File: src/rtl/uart_tx.sv
// uart_tx: UART transmit serializer paced by an external one-cycle baud_tick strobe.
// Frame on tx: start bit, DATA_BITS data bits LSB first, optional parity bit,
// STOP_BITS stop bits. One word is accepted per frame over a valid/ready handshake.
module uart_tx #(
    parameter int DATA_BITS  = 8,   // 5..9
    parameter int PARITY_EN  = 0,   // 1 = append parity bit
    parameter int PARITY_ODD = 0,   // 0 = even, 1 = odd (only with PARITY_EN)
    parameter int STOP_BITS  = 1    // 1 or 2
) (
    input  logic                 clk,
    input  logic                 rst,
    input  logic                 baud_tick,
    input  logic [DATA_BITS-1:0] tx_data,
    input  logic                 tx_valid,
    output logic                 tx_ready,
    output logic                 tx,
    output logic                 tx_busy,
    output logic                 tx_done
);

    typedef enum logic [2:0] {
        S_IDLE,
        S_ARM,
        S_START,
        S_DATA,
        S_PARITY,
        S_STOP
    } state_t;

    localparam logic [3:0] LAST_DATA = 4'(DATA_BITS - 1);
    localparam logic [3:0] LAST_STOP = 4'(STOP_BITS - 1);
    localparam logic       PAR_ODD   = (PARITY_ODD != 0);

    state_t               r_state;
    logic [DATA_BITS-1:0] r_shift;
    logic [3:0]           r_cnt;
    logic                 r_parity;
    logic                 r_tx;
    logic                 r_ready;
    logic                 r_busy;
    logic                 r_done;
    logic                 w_accept;

    assign w_accept = tx_valid & r_ready;

    // Frame sequencer: every line change is gated by baud_tick, so each bit lasts one tick interval.
    always_ff @(posedge clk) begin
        // NOTE: tx_done is a one-cycle pulse; defaulting it low here, ahead of the case, means
        // only the stop-bit exit has to raise it and every other path clears it automatically.
        r_done <= 1'b0;
        if (rst) begin
            r_state  <= S_IDLE;
            r_shift  <= '0;
            r_cnt    <= '0;
            r_parity <= 1'b0;
            r_tx     <= 1'b1;
            r_ready  <= 1'b1;
            r_busy   <= 1'b0;
        end else begin
            case (r_state)
                S_IDLE: begin
                    if (w_accept) begin
                        r_shift  <= tx_data;
                        // Parity is taken from the word as latched, not from the shifting copy.
                        r_parity <= (^tx_data) ^ PAR_ODD;
                        r_ready  <= 1'b0;
                        r_busy   <= 1'b1;
                        r_state  <= S_ARM;
                    end
                end
                S_ARM: begin
                    // A tick in the handshake cycle was seen while still in IDLE, so it is skipped.
                    if (baud_tick) begin
                        r_tx    <= 1'b0;
                        r_state <= S_START;
                    end
                end
                S_START: begin
                    if (baud_tick) begin
                        r_tx    <= r_shift[0];
                        r_shift <= r_shift >> 1;
                        r_cnt   <= '0;
                        r_state <= S_DATA;
                    end
                end
                S_DATA: begin
                    if (baud_tick) begin
                        if (r_cnt == LAST_DATA) begin
                            r_cnt <= '0;
                            if (PARITY_EN != 0) begin
                                r_tx    <= r_parity;
                                r_state <= S_PARITY;
                            end else begin
                                r_tx    <= 1'b1;
                                r_state <= S_STOP;
                            end
                        end else begin
                            r_tx    <= r_shift[0];
                            r_shift <= r_shift >> 1;
                            r_cnt   <= r_cnt + 1'b1;
                        end
                    end
                end
                S_PARITY: begin
                    if (baud_tick) begin
                        r_tx    <= 1'b1;
                        r_cnt   <= '0;
                        r_state <= S_STOP;
                    end
                end
                S_STOP: begin
                    if (baud_tick) begin
                        if (r_cnt == LAST_STOP) begin
                            r_cnt   <= '0;
                            r_ready <= 1'b1;
                            r_busy  <= 1'b0;
                            r_done  <= 1'b1;
                            r_state <= S_IDLE;
                        end else begin
                            r_cnt <= r_cnt + 1'b1;
                        end
                    end
                end
                default: begin
                    r_tx    <= 1'b1;
                    r_ready <= 1'b1;
                    r_busy  <= 1'b0;
                    r_state <= S_IDLE;
                end
            endcase
        end
    end

    assign tx       = r_tx;
    assign tx_ready = r_ready;
    assign tx_busy  = r_busy;
    assign tx_done  = r_done;

endmodule

File: config.mk
export PLATFORM = sky130hd
export DESIGN_NAME = uart_tx
export DESIGN_NICKNAME = d
export VERILOG_FILES = /design/src/rtl/uart_tx.sv
export SDC_FILE = /design/constraint.sdc
export NUM_CORES = 1
export LEC_CHECK = 0
export BUFFER_PORTS_ARGS = -buffer_cell sky130_fd_sc_hd__buf_2
export CAP_MARGIN = 25
export CORE_UTILIZATION = 50
export CTS_CLUSTER_SIZE = 20
export DETAILED_ROUTE_END_ITERATION = 16
export PLACE_DENSITY = 0.79
export SYNTH_ARGS = -nofsm -noshare
export SYNTH_HDL_FRONTEND = slang
export SYNTH_SLANG_ARGS = --single-unit
File: constraint.sdc
create_clock -name clk -period 5.4 [get_ports clk]
set_clock_uncertainty 0.1 [all_clocks]
set_input_delay 0.81 -clock clk [delete_from_list [all_inputs] [get_ports clk]]
set_output_delay 0.81 -clock clk [all_outputs]
set_load 0.1 [all_outputs]
==> results.txt, run 1 <==
The run finished with clean final reports. The tightest hold path in the finished design has a slack of 0.398 ns. CTS built an H-tree with a depth of 1. The synthesis warning total is 0. The total congestion overflow after global routing came out at 0. Clock tree synthesis selected as its root buffer the cell sky130_fd_sc_hd__clkbuf_4. The portion of the clock cycle consumed by the worst path in the final layout came out at 44.2%. The startpoint of the most critical register-to-register path is r_state[1]. The initial antenna violation count is 0. The detail-routed via count per cell is 5.68. The static leakage power is 0.434 nW. The clock latency on the worst-skew pair is 0.29 ns.

Compared with the post-synthesis result, the final layout area differs by 8.69%. The category of the critical setup timing path is flip-flop to flip-flop. The largest individual stage delay along the critical path comes from the cell sky130_fd_sc_hd__dfxtp_1. Fill cells in the final layout number 172.

The netlist uses 37 different library cells. The arrival time of data at the critical path endpoint came out at 2.50 ns. Of the total power, registers draw 51.7%. The congestion estimate from routability-driven global placement came to 0.898. In this run the worst setup path begins at r_state[1]. Together, buffers and inverters on the worst path number 0.

In this run the number of cells on the critical path is 4. The top cell types in the final layout, fill and taps aside, are sky130_fd_sc_hd__dfxtp_1, sky130_fd_sc_hd__a21oi_1, sky130_fd_sc_hd__buf_2. The most frequent standard cell in the layout excluding fill and tap cells is sky130_fd_sc_hd__dfxtp_1. After clock tree synthesis, the clock-pin slew on the worst setup and hold paths is 0.11 ns.

The number of optimization iterations in the first detailed-route pass is 4. The switching power of the nets is 0.110 mW. Summed over all failing endpoints, the final setup total negative slack is 0 ns. In this run the standard cell core region covers 1980 um^2. TritonCTS built the clock tree.

The worst hold path belongs to the class flip-flop to flip-flop. The endpoint type of the worst setup path is a flip-flop. The largest stage delay on the critical path came out at 0.86 ns. The power density over the cells is 278 nW/um^2.

The height of the die is 48.2 um. Setup repair after global routing left no endpoint under its margin. The sequential area share after synthesis is 35.7%. The design internal power came out at 0.212 mW. Of the cells placed in the final design, the portion with a size suffix greater than 1 is 19.5%. The total power came out at 0.322 mW. The worst path needs 2.39 ns of the cycle, external delays included. Counting the buffers created by CTS gives 3. The average wire per standard cell is 13.3 um. The maximum number of pins on one net before global-route repair is 23. The diode insertion count for antenna repair came out at 0. The worst-margin pin slew came out at 0.798 ns. The number of max-slew violations in the final report is 0.

The number of nets in the synthesized netlist is 136. The most critical setup path has its endpoint at r_shift[1]. The critical path goes through and4bb_1, a311o_1, and2_1, a211oi_2. The number of synthesized flops with an enable pin came out at 0. The worst-case IR drop observed on VDD is 0.115 mV. In the routed design, unresolved DRC markers number 0. Max-cap violations in this run came to 0.

The count of final setup violators came out at 0. The total detailed-routing wirelength came out at 2130 um. The wire length on met3 came out at 56 um. Counting flops and latches in the post-synthesis netlist gives 19. The cell family contributing the most delay on the critical path is flip-flops. The initial detailed-routing violation count is 14. The headroom to the max-slew limit is 46.7%. The worst-case clock buffer depth came out at 2.

The detailed router placed 908 vias in this run. The post-CTS setup buffer count is 0. The floorplan step defined a die boundary enclosing 2320 um^2.

The dominant register cell in the synthesized netlist is sky130_fd_sc_hd__dfxtp_1. The relative contribution of combinational cells to total power came out at 26.1%. The maximum achievable frequency is 0.419 GHz.

The average size of a mapped cell came out at 8.74 um^2. The net count of the finished layout is 148. The post-synthesis cell count is 122. Post-CTS repair changed the size of 0 cells. The number of global-route vias before repair is 758. The wire length of the first global-routing pass came out at 3240 um. The wire length on met2 is 1020 um.

The critical path required time came out at 5.52 ns. The final antenna-violating net count is 0. Detailed placement finished with a half-perimeter wire length of 1520 um.

The starting density of the core came out at 53.8%. After clock tree synthesis, the flow added hold-fix buffers numbering 0. Input and output buffers added on the ports amount to 15. The summed instance area of the synthesized netlist is 1070 um^2. In this run switching power makes up 34.1% of total power. In this run the top signal layer used is met4. The die is 48.2 um wide.

STA classifies the critical path startpoint as a flip-flop. Setup slack on the worst reg-to-reg path comes out at 3.01 ns. The number of cell rows is 16.

The number of top-level design ports came out at 16. The number of cells on the worst reg-to-reg path is 4. The met1 layer wirelength in the final routing came out at 1040 um. The CTS sink count is 19. The number of failing hold endpoints at the final stage is 0. The share of synthesized flip-flops with an asynchronous set or reset came out at 0%. In this run the critical register-to-register path is captured at r_shift[1]. For this run, the total global-route usage over all layers was measured as 20.3%. The maximum net fanout on the critical path is 22. The clock group share of total power is 22.2%.
## worst register-to-register path, stage by stage, from the launching register on
cell and delay, ns:
sky130_fd_sc_hd__dfxtp_1 0.86, sky130_fd_sc_hd__and4bb_1 0.33, sky130_fd_sc_hd__a311o_1 0.43, sky130_fd_sc_hd__and2_1 0.35, sky130_fd_sc_hd__a211oi_2 0.25
## cells in the mapped netlist, types with 2 or more instances
cell type,count,area (um^2)
sky130_fd_sc_hd__o31ai_1,2,15.0
sky130_fd_sc_hd__o2111ai_1,2,17.5
sky130_fd_sc_hd__dfxtp_1,19,380
sky130_fd_sc_hd__o21ai_0,8,40.0
sky130_fd_sc_hd__clkbuf_1,3,11.3
sky130_fd_sc_hd__nand2_1,5,18.8
sky130_fd_sc_hd__and2_1,4,25.0
sky130_fd_sc_hd__buf_1,2,7.51
sky130_fd_sc_hd__and3b_1,2,17.5
sky130_fd_sc_hd__nor2b_1,3,18.8
sky130_fd_sc_hd__a21o_1,3,22.5
sky130_fd_sc_hd__a211oi_2,7,87.6
sky130_fd_sc_hd__inv_1,4,15.0
sky130_fd_sc_hd__nor2_1,8,30.0
sky130_fd_sc_hd__nand3b_1,3,22.5
sky130_fd_sc_hd__ha_1,2,25.0
sky130_fd_sc_hd__mux2i_1,8,80.1
sky130_fd_sc_hd__a21oi_1,16,80.1
sky130_fd_sc_hd__nand2b_1,3,18.8
## flip-flops by register name (all words and copies together), names as in the netlist
signal	count
r_cnt	4
r_shift	8
r_state	3
tx	1
tx_busy	1
tx_done	1
tx_ready	1
## cell families after synthesis
family	after synthesis	share of synthesized area (%)
XOR/XNOR	1	0.822
adder cells (fa/ha/maj)	2	2.35
AND/OR/NAND/NOR	34	18.3
AO/OA/AOI/OAI	45	29.6
flip-flops	19	35.7
multiplexers	8	7.51
buffers and inverters	13	5.75
## how the worst min path moves through the flow
stage,from,endpoint,cells after the start
global placement,r_shift[7],r_shift[7],2
floorplan,r_shift[7],r_shift[7],2
CTS,r_shift[7],r_shift[7],2
finish,r_shift[7],r_shift[7],2
global route,r_shift[7],r_shift[7],2
detailed placement,r_shift[7],r_shift[7],2
## power groups by stage
| stage | clock network (mW) | registers, mW | logic [mW] |
|---|---|---|---|
| 2_1_floorplan | 0 | 0.183 | 0.0571 |
| 3_3_place_gp | 0 | 0.169 | 0.0818 |
| 3_5_place_dp | 0 | 0.169 | 0.0842 |
| 4_1_cts | 0.0735 | 0.166 | 0.0842 |
| 5_1_grt | 0.0790 | 0.169 | 0.0918 |
| 6_report | 0.0713 | 0.166 | 0.0842 |
## cell type report
cell class	count	area, um^2	area share [%]
multi-input cells	90	624	53.9
flip-flops and latches	19	380	32.8
repair buffers	15	75.1	6.48
well taps	27	33.8	2.92
clock buffers	4	26.3	2.27
inverters	5	18.8	1.62
## metal layers
layer	vias up	global-route usage [%]
li1	465	-
met1	428	26.3
met2	13	33.3
met3	2	3.33
met4	0	8.33
met5	-	0
## through the flow
step / util [%] / setup slack (ns) / cell area [um^2] / cells
after global routing: 58.5 / 2.88 / 1160 / 160
final: 58.5 / 3.01 / 1160 / 160
after CTS: 58.5 / 3.03 / 1160 / 160
after detailed placement: 57.1 / 3.05 / 1130 / 156
after global placement: 57.1 / 3.13 / 1130 / 156
after floorplan: - / 3.24 / 1070 / 122
Note: power is estimated with default switching activity, not from simulation.
==> run 2: changes to the inputs <==
ABC_AREA = 1   (was not set)
clock period = 2.4 ns   (was 5.4 ns; I/O delays follow)
==> run 2 against run 1 <==
Sequential share of layout area is 4.4 points lower. Final area is 15% higher. Register-to-register slack worse by 2.3 ns. Largest cell class unchanged. Count of clock-buffer cells in the layout is 1 lower. Critical endpoint is now r_state[2]. Core utilization is 0.25 points higher. Synthesized area is 16% higher. Critical path type unchanged. Sequential power grew to 3.4 times the previous value. Largest power group is now combinational logic. Highest routed layer unchanged.
==> results.txt, run 2 <==
The nature of the critical path startpoint is a flip-flop. The clock passes through at most 2 buffers. The switching share of power is 52.4%. TritonCTS built the clock tree.

The number of max-slew violations in the final report is 0. The sequential area share after synthesis came out at 30.7%. The diode insertion count for antenna repair is 0. In this run the tightest slew margin relative to its limit is 64.0%. The filler cell count in the final layout is 227. The register with the most flip-flops in the layout has 8 of them. The initial antenna violation count came out at 0. VDD sags by at most 0.710 mV. The tightest min-delay check is of the input port to flip-flop type. The largest registers in the layout are r_shift: 8 flops, r_cnt: 4 flops, r_state: 3 flops. The worst min-delay path startpoint is rst. Clock tree synthesis selected as its root buffer the cell sky130_fd_sc_hd__clkbuf_4. The total detailed-routing wirelength is 2450 um. In this run the power spent charging and discharging nets is 0.900 mW. The Yosys step of the flow raised 0 warnings. The number of buffers created by CTS came out at 3. Setup violations remaining at the end of the flow were counted as 0. The area added between synthesis and finish is 7.99%. The worst-margin pin slew came out at 0.540 ns. In this run, the number of DRC markers left after iteration 0 of detailed routing was 36.

CTS built an H-tree with a depth of 1. The met2 usage came out at 36.4%. The capture point of the worst path is r_state[2]. The clock edge transition at the registers on the reported setup and hold paths came out at 0.11 ns. met2 is the most crowded layer. Leaving out fill and tap cells, the most frequent cells in the layout are sky130_fd_sc_hd__nand2_1, sky130_fd_sc_hd__nor2_1, sky130_fd_sc_hd__dfxtp_1. The part of the total power dissipated in sequential elements came out at 32.6%. The share of synthesized flip-flops with an asynchronous set or reset came out at 0%. The final-layout worst hold slack is 0.142 ns. The detailed-route DRC error count came out at 0. The relative contribution of combinational cells to total power came out at 57.8%. Static timing analysis puts the maximum clock frequency at 0.579 GHz.

Entering global routing, the biggest net connects 16 pins. The floorplan step defined a die boundary enclosing 2680 um^2. Once the clock tree was built, the setup fixing pass inserted 0 buffers. For met3 alone, demand over resource in global routing was 4.39%. The number of cells on the worst reg-to-reg path came out at 9.

The clock latency on the worst-skew pair is 0.30 ns. The CTS sink count is 19. The worst register-to-register path begins at r_state[2]. Using the TritonRoute via totals, the vias-per-cell ratio works out to 5.22.

The number of max-capacitance violations reported is 0. sky130_fd_sc_hd__dfxtp_1 takes more of the synthesized area than any other cell. The wire length of the first global-routing pass is 4270 um.

Of all nets on the critical path, the largest fanout is 9. For this design the top-level I/O count stands at 16. sky130_fd_sc_hd__nand2_1 is the most common cell in the netlist. The top cell type by area accounts for 30.7% of the synthesized area. Once detail routing completed, the nets flagged for antenna violations numbered 0. The portion of the clock cycle consumed by the worst path in the final layout came out at 72.0%. The post-synthesis cell count came out at 184. The total negative setup slack came out at 0 ns. Yosys mapped the design onto 25 distinct sky130hd cell types. Yosys mapped a number of flops with a built-in enable equal to 0. The number of failing hold endpoints at the final stage is 0. The endpoint type of the worst setup path is a flip-flop.

The region available for standard cell placement spans 2280 um^2. The critical path required time is 2.50 ns. By count the netlist is led by sky130_fd_sc_hd__nand2_1, sky130_fd_sc_hd__nor2_1, sky130_fd_sc_hd__dfxtp_1, sky130_fd_sc_hd__nand3_1, sky130_fd_sc_hd__nand2_2. The arrival time of data at the critical path endpoint came out at 1.83 ns. The post-cts resize count came out at 0. The number of optimization iterations in the first detailed-route pass is 4. Detailed placement ended at an HPWL of 1940 um.

Global routing consumed, on the met1 layer, 26.2% of the routing resources. The weighted congestion reported at the end of routability-driven placement is 0.991. The design internal power came out at 0.817 mW. Setup repair after global routing left no endpoint under its margin.

The worst-case register-to-register setup slack came out at 0.67 ns. The global-route total usage across every layer is 21.7%. Measured along the y axis, the die boundary spans 51.8 um. The summed instance area of the synthesized netlist is 1240 um^2. The fraction of final layout cells with drive strength greater than 1 is 23.1%. The dominant register cell in the synthesized netlist is sky130_fd_sc_hd__dfxtp_1. The number of vias after detailed routing is 1185. The flow ran to the end, and the final reports show no timing, DRC or antenna violations. The number of cell rows came out at 17. Input and output buffers added on the ports amount to 15.

More flip-flops sit in one register than any other, and that register is r_shift. Summed over all cells, the static leakage comes to 0.697 nW. For this run the aggregate overflow at the end of global routing stands at 0. The power density over the cells is 1290 nW/um^2.

The share of the core filled with cells in the final layout is 58.7%. The count of hold-fix buffers inserted at cts came out at 0. The floorplan die width came out at 51.8 um. The average size of a mapped cell came out at 6.73 um^2. The average wire per standard cell came out at 10.8 um. The reg-to-reg endpoint is r_state[2]. The worst path needs 1.73 ns of the cycle, external delays included. Yosys attributes the largest share of cell area to sky130_fd_sc_hd__dfxtp_1, sky130_fd_sc_hd__nand2_1, sky130_fd_sc_hd__nor2_1. Tracing the worst setup path back leads to its startpoint at r_state[2].

After synthesis the netlist holds a flip-flop and latch count of 19. The number of nets in the synthesized netlist is 198. The most frequent standard cell in the layout excluding fill and tap cells is sky130_fd_sc_hd__nand2_1. The starting density of the core is 54.4%. The worst setup path is of the flip-flop to flip-flop kind. The number of global-route vias before repair came out at 1020. The clock network is responsible for 9.6% of the overall power. The number of nets in the layout came out at 214.
[run 2: cell types whose count changed in the layout (fill, tap and decap cells not counted), sizes merged, moves of 4 or more]
cell	before	now
nand3b	3	7
a21oi	16	4
o21ai	9	2
mux2i	8	0
nand3	1	16
nand2	5	66
nor2	8	45
a211oi	8	1
inv	4	12
and2	4	0
[run 2: area by class of cell]
type | instances | area, um^2 | share of cell area [%]
Tap cell | 28 | 35.0 | 2.62
Clock inverter | 1 | 5.00 | 0.375
Multi-Input combinational cell | 149 | 768 | 57.5
Inverter | 12 | 50.0 | 3.75
Timing Repair Buffer | 15 | 75.1 | 5.62
Clock buffer | 3 | 22.5 | 1.69
Sequential cell | 19 | 380 | 28.5
[run 2: worst min path at each step]
stage / endpoint / cells after the start
6_report: tx_busy / 2
5_1_grt: tx_busy / 2
4_1_cts: tx_busy / 2
3_5_place_dp: tx_busy / 2
3_3_place_gp: tx_busy / 2
2_1_floorplan: tx_busy / 1
[run 2: per-stage QoR]
stage	std cells	worst slack [ns]	area (um^2)	total power [mW]
after detailed placement	223	0.654	1310	1.56
after global routing	227	0.455	1340	1.90
final	227	0.672	1340	1.72
after floorplan	184	0.517	1240	1.42
after CTS	227	0.640	1340	1.74
after global placement	223	0.696	1310	1.54
[run 2: cells by family (layout without fill, tap and decap cells)]
kind of cell	count (synthesis)	in the layout	share of synthesized area (%)
AOI/OAI and AO/OA	8	8	3.74
xor gates and xnor gates	1	1	0.708
and+or+nand+nor	138	138	55.6
adders and majority gates	2	2	2.02
DFF	19	19	30.7
buffers and inverters	16	31	7.18
[run 2: metal layers]
layer / vias to the layer above / routed length, um
li1: 606 / -
met1: 530 / 1070
met2: 41 / 1170
met3: 8 / 150
met4: 0 / 53
met5: - / 0
[run 2: power by group through the flow]
stage	clock network [mW]	logic, mW	registers (mW)
global placement	0	0.982	0.562
floorplan	0	0.783	0.639
detailed placement	0	0.997	0.568
global route	0.186	1.13	0.580
CTS	0.172	1.00	0.561
finish	0.165	0.993	0.559
[run 2: worst max-delay path: stages (launching register included)]
cell and delay (ns):
sky130_fd_sc_hd__dfxtp_1 0.68, sky130_fd_sc_hd__inv_4 0.10, sky130_fd_sc_hd__nand2_4 0.14, sky130_fd_sc_hd__nand2_2 0.10, sky130_fd_sc_hd__nand2_2 0.09, sky130_fd_sc_hd__inv_1 0.04, sky130_fd_sc_hd__nor2_1 0.17, sky130_fd_sc_hd__nand3_1 0.11
sky130_fd_sc_hd__nand2_1 0.07, sky130_fd_sc_hd__nor2_1 0.05
==> run 3: changes to the inputs <==
ABC_AREA = 0   (was 1)
clock period = 1.74 ns   (was 2.4 ns; I/O delays follow)
==> run 3 against run 2 <==
Final cell count shrank 25%. Highest routed layer unchanged. Clock power is 42% higher. Register-to-register slack worse by 0.62 ns. First-iteration DRC count decreased by 44%. Critical endpoint is now r_shift[2]. Critical path depth decreased by 3. Total power fell by 39%. Routed wire length shrank 8.4%. Non-clock buffer count grew 11. Sequential share of layout area increased by 2.4 points.
==> results.txt, run 3 (synthesis gave the netlist of run 1 again) <==
In the final layout, the share of cells above drive strength 1 is 30.6%. The largest registers in the layout are r_shift: 8 flops, r_cnt: 4 flops, r_state: 3 flops. Once placement finished, the instance area stood at 1220 um^2. The number of optimization iterations in the first detailed-route pass came out at 4. The part of the total power dissipated in sequential elements came out at 48.1%. The area of the die came out at 2320 um^2. The run finished with clean final reports. For this run the aggregate overflow at the end of global routing stands at 0. The most frequent standard cell in the layout excluding fill and tap cells is sky130_fd_sc_hd__dfxtp_1. The worst-margin pin slew is 0.486 ns. The routed layout has 940 vias. The number of global-route vias before repair was 726. The maximum number of pins on one net before global-route repair came out at 23. Of the available clock period, the critical path in the final layout requires 97.3%. The switching power of the nets is 0.364 mW. Across the VDD grid, the largest voltage drop is 0.465 mV. The number of buffers created by CTS came out at 3. The worst-case clock buffer depth is 2. Clock-pin slew was measured on the worst setup and hold paths at 0.12 ns. The floorplan die width came out at 48.2 um. The number of max-capacitance violations reported is 0.

The routing layer with the top usage in global route is met2. The detail-routed via count per cell came out at 5.50. The critical path required time is 1.83 ns.

The global-route total usage across every layer is 19.3%. Input and output buffers added on the ports amount to 15. The area added between synthesis and finish came out at 18.3%. The initial detailed-routing violation count came out at 20. The final antenna-violating net count came out at 0.

Setup slack on the critical path of the routed design comes to 0.0477 ns. In the global route stage, met2 resource usage came out at 30.1%. Leaving out fill and tap cells, the most frequent cells in the layout are sky130_fd_sc_hd__dfxtp_1, sky130_fd_sc_hd__buf_2, sky130_fd_sc_hd__a21oi_1.

The worst slack at placement came out at -0.0327 ns. Ranked by flip-flop count, first place goes to r_shift. With fillers left out, the area of the finished cells amounts to 1260 um^2.

By startpoint and endpoint, the worst setup path is classified as flip-flop to flip-flop. The register with the most flip-flops in the layout has 8 of them. The count of final setup violators is 0. For this run, the number of standard cells in the final layout without fillers is 171. The starting density of the core is 53.8%. The height of the die is 48.2 um.

The wire length of the first global-routing pass is 3090 um. The static leakage power is 0.497 nW. The clock root buffer master is sky130_fd_sc_hd__clkbuf_4. The number of placed instances, taps included is 167. The share of the core filled with cells in the final layout is 63.6%.

In this run, the clock network consumes 22.5% of the power. The fraction of met1 tracks used by global routing is 26.0%. The routed design has 2240 um of wire. The detailed-route DRC error count is 0. The wire-length estimate of the detail-placed layout is 1580 um. The filler cell count in the final layout came out at 173. Based on the critical path, the design can be clocked at up to 0.591 GHz.

The clock latency on the worst-skew pair is 0.31 ns. Setup repair after global routing could not meet its margin everywhere. The path class of the tightest hold or removal check is input port to flip-flop. 0 antenna diodes ended up in the layout.

After floorplanning, the core was sized to cover 1980 um^2. The average wire per standard cell is 13.1 um. Data on the critical path arrives at its endpoint at 1.79 ns. The design internal power is 0.680 mW.

In this run the tightest slew margin relative to its limit is 67.9%. The final layout contains 159 nets. The number of failing hold endpoints at the final stage came out at 0. TritonCTS built the clock tree. The sequential cell area came out at 389 um^2. The number of top-level design ports came out at 16.

The initial antenna violation count is 0. The maximum net fanout on the critical path came out at 7. In this run the power density over the cells is 828 nW/um^2. STA classifies the critical path endpoint as a flip-flop. The number of max-slew violations in the final report came out at 0.

The area of combinational cells with multiple inputs came out at 634 um^2. Net switching is 34.8% of the power. The number of hold buffers added after CTS was 0. The number of levels in the clock H-tree is 1. The number of cell rows is 16. The total power came out at 1.04 mW. The number of setup buffers added after CTS is 0. The global routing met3 resource utilization is 3.33%. The relative contribution of combinational cells to total power is 29.4%. The final critical path time including I/O delays and setup is 1.69 ns.

The weighted congestion reported at the end of routability-driven placement came out at 0.907. The nature of the critical path startpoint is a flip-flop. The CTS sink count came out at 19.
## run 3: changes by cell type in the layout (fill, tap and decap cells not counted), sizes merged, moves of 11 or more
cell	change
nand2	-61
a21oi	+12
nand3	-15
buf	+11
nor2	-37
## run 3: critical path: stages, from the launching register on
cell and delay, ns:
sky130_fd_sc_hd__dfxtp_4 0.38, sky130_fd_sc_hd__ha_1 0.19, sky130_fd_sc_hd__nand3b_1 0.11, sky130_fd_sc_hd__a311o_1 0.39, sky130_fd_sc_hd__buf_4 0.17, sky130_fd_sc_hd__a21oi_1 0.17
sky130_fd_sc_hd__a211oi_2 0.06
## run 3: layer usage
layer | vias to the layer above | routed length [um]
met1 | 430 | 1070
met5 | - | 0
met3 | 4 | 75
met4 | 0 | 34
met2 | 19 | 1060
li1 | 487 | -
## run 3: path summary, 6_finish.rpt
path | cells after the start | end | from | slack, ns
worst min register to register | 1 | r_cnt[0] | r_cnt[0] | 0.39
worst max register to register | 6 | r_shift[2] | r_cnt[0] | 0.05
worst max-delay path | 6 | r_shift[2] | r_cnt[0] | 0.05
worst min-delay path | 3 | r_shift[7] | tx_data[7] | 0.08
## run 3: area by class of cell
class,instances,area share (%)
Inverter,5,1.49
Sequential cell,19,30.9
Clock inverter,1,0.397
Tap cell,27,2.68
Clock buffer,3,1.79
Timing Repair Buffer,26,12.5
Multi-Input combinational cell,90,50.3
## run 3: stage by stage
stage	TNS [ns]	hold WS, ns
6_report	0	0.0781
5_1_grt	-0.0965	0.0769
4_1_cts	0	0.0717
3_5_place_dp	-0.111	0.377
3_3_place_gp	0	0.364
2_1_floorplan	0	0.298
## run 3: timing repair
item | 4_1_cts | 5_1_grt
gates cloned | 0 | 0
resized for setup | 1 | 8
pin swaps | 0 | 0
setup endpoints to repair | 7 | 13
## run 3: power by group through the flow
stage,logic (mW),clock network [mW],registers (mW)
floorplan,0.177,0,0.568
global placement,0.289,0,0.510
detailed placement,0.296,0,0.511
CTS,0.298,0.237,0.501
global route,0.328,0.252,0.508
finish,0.307,0.235,0.502
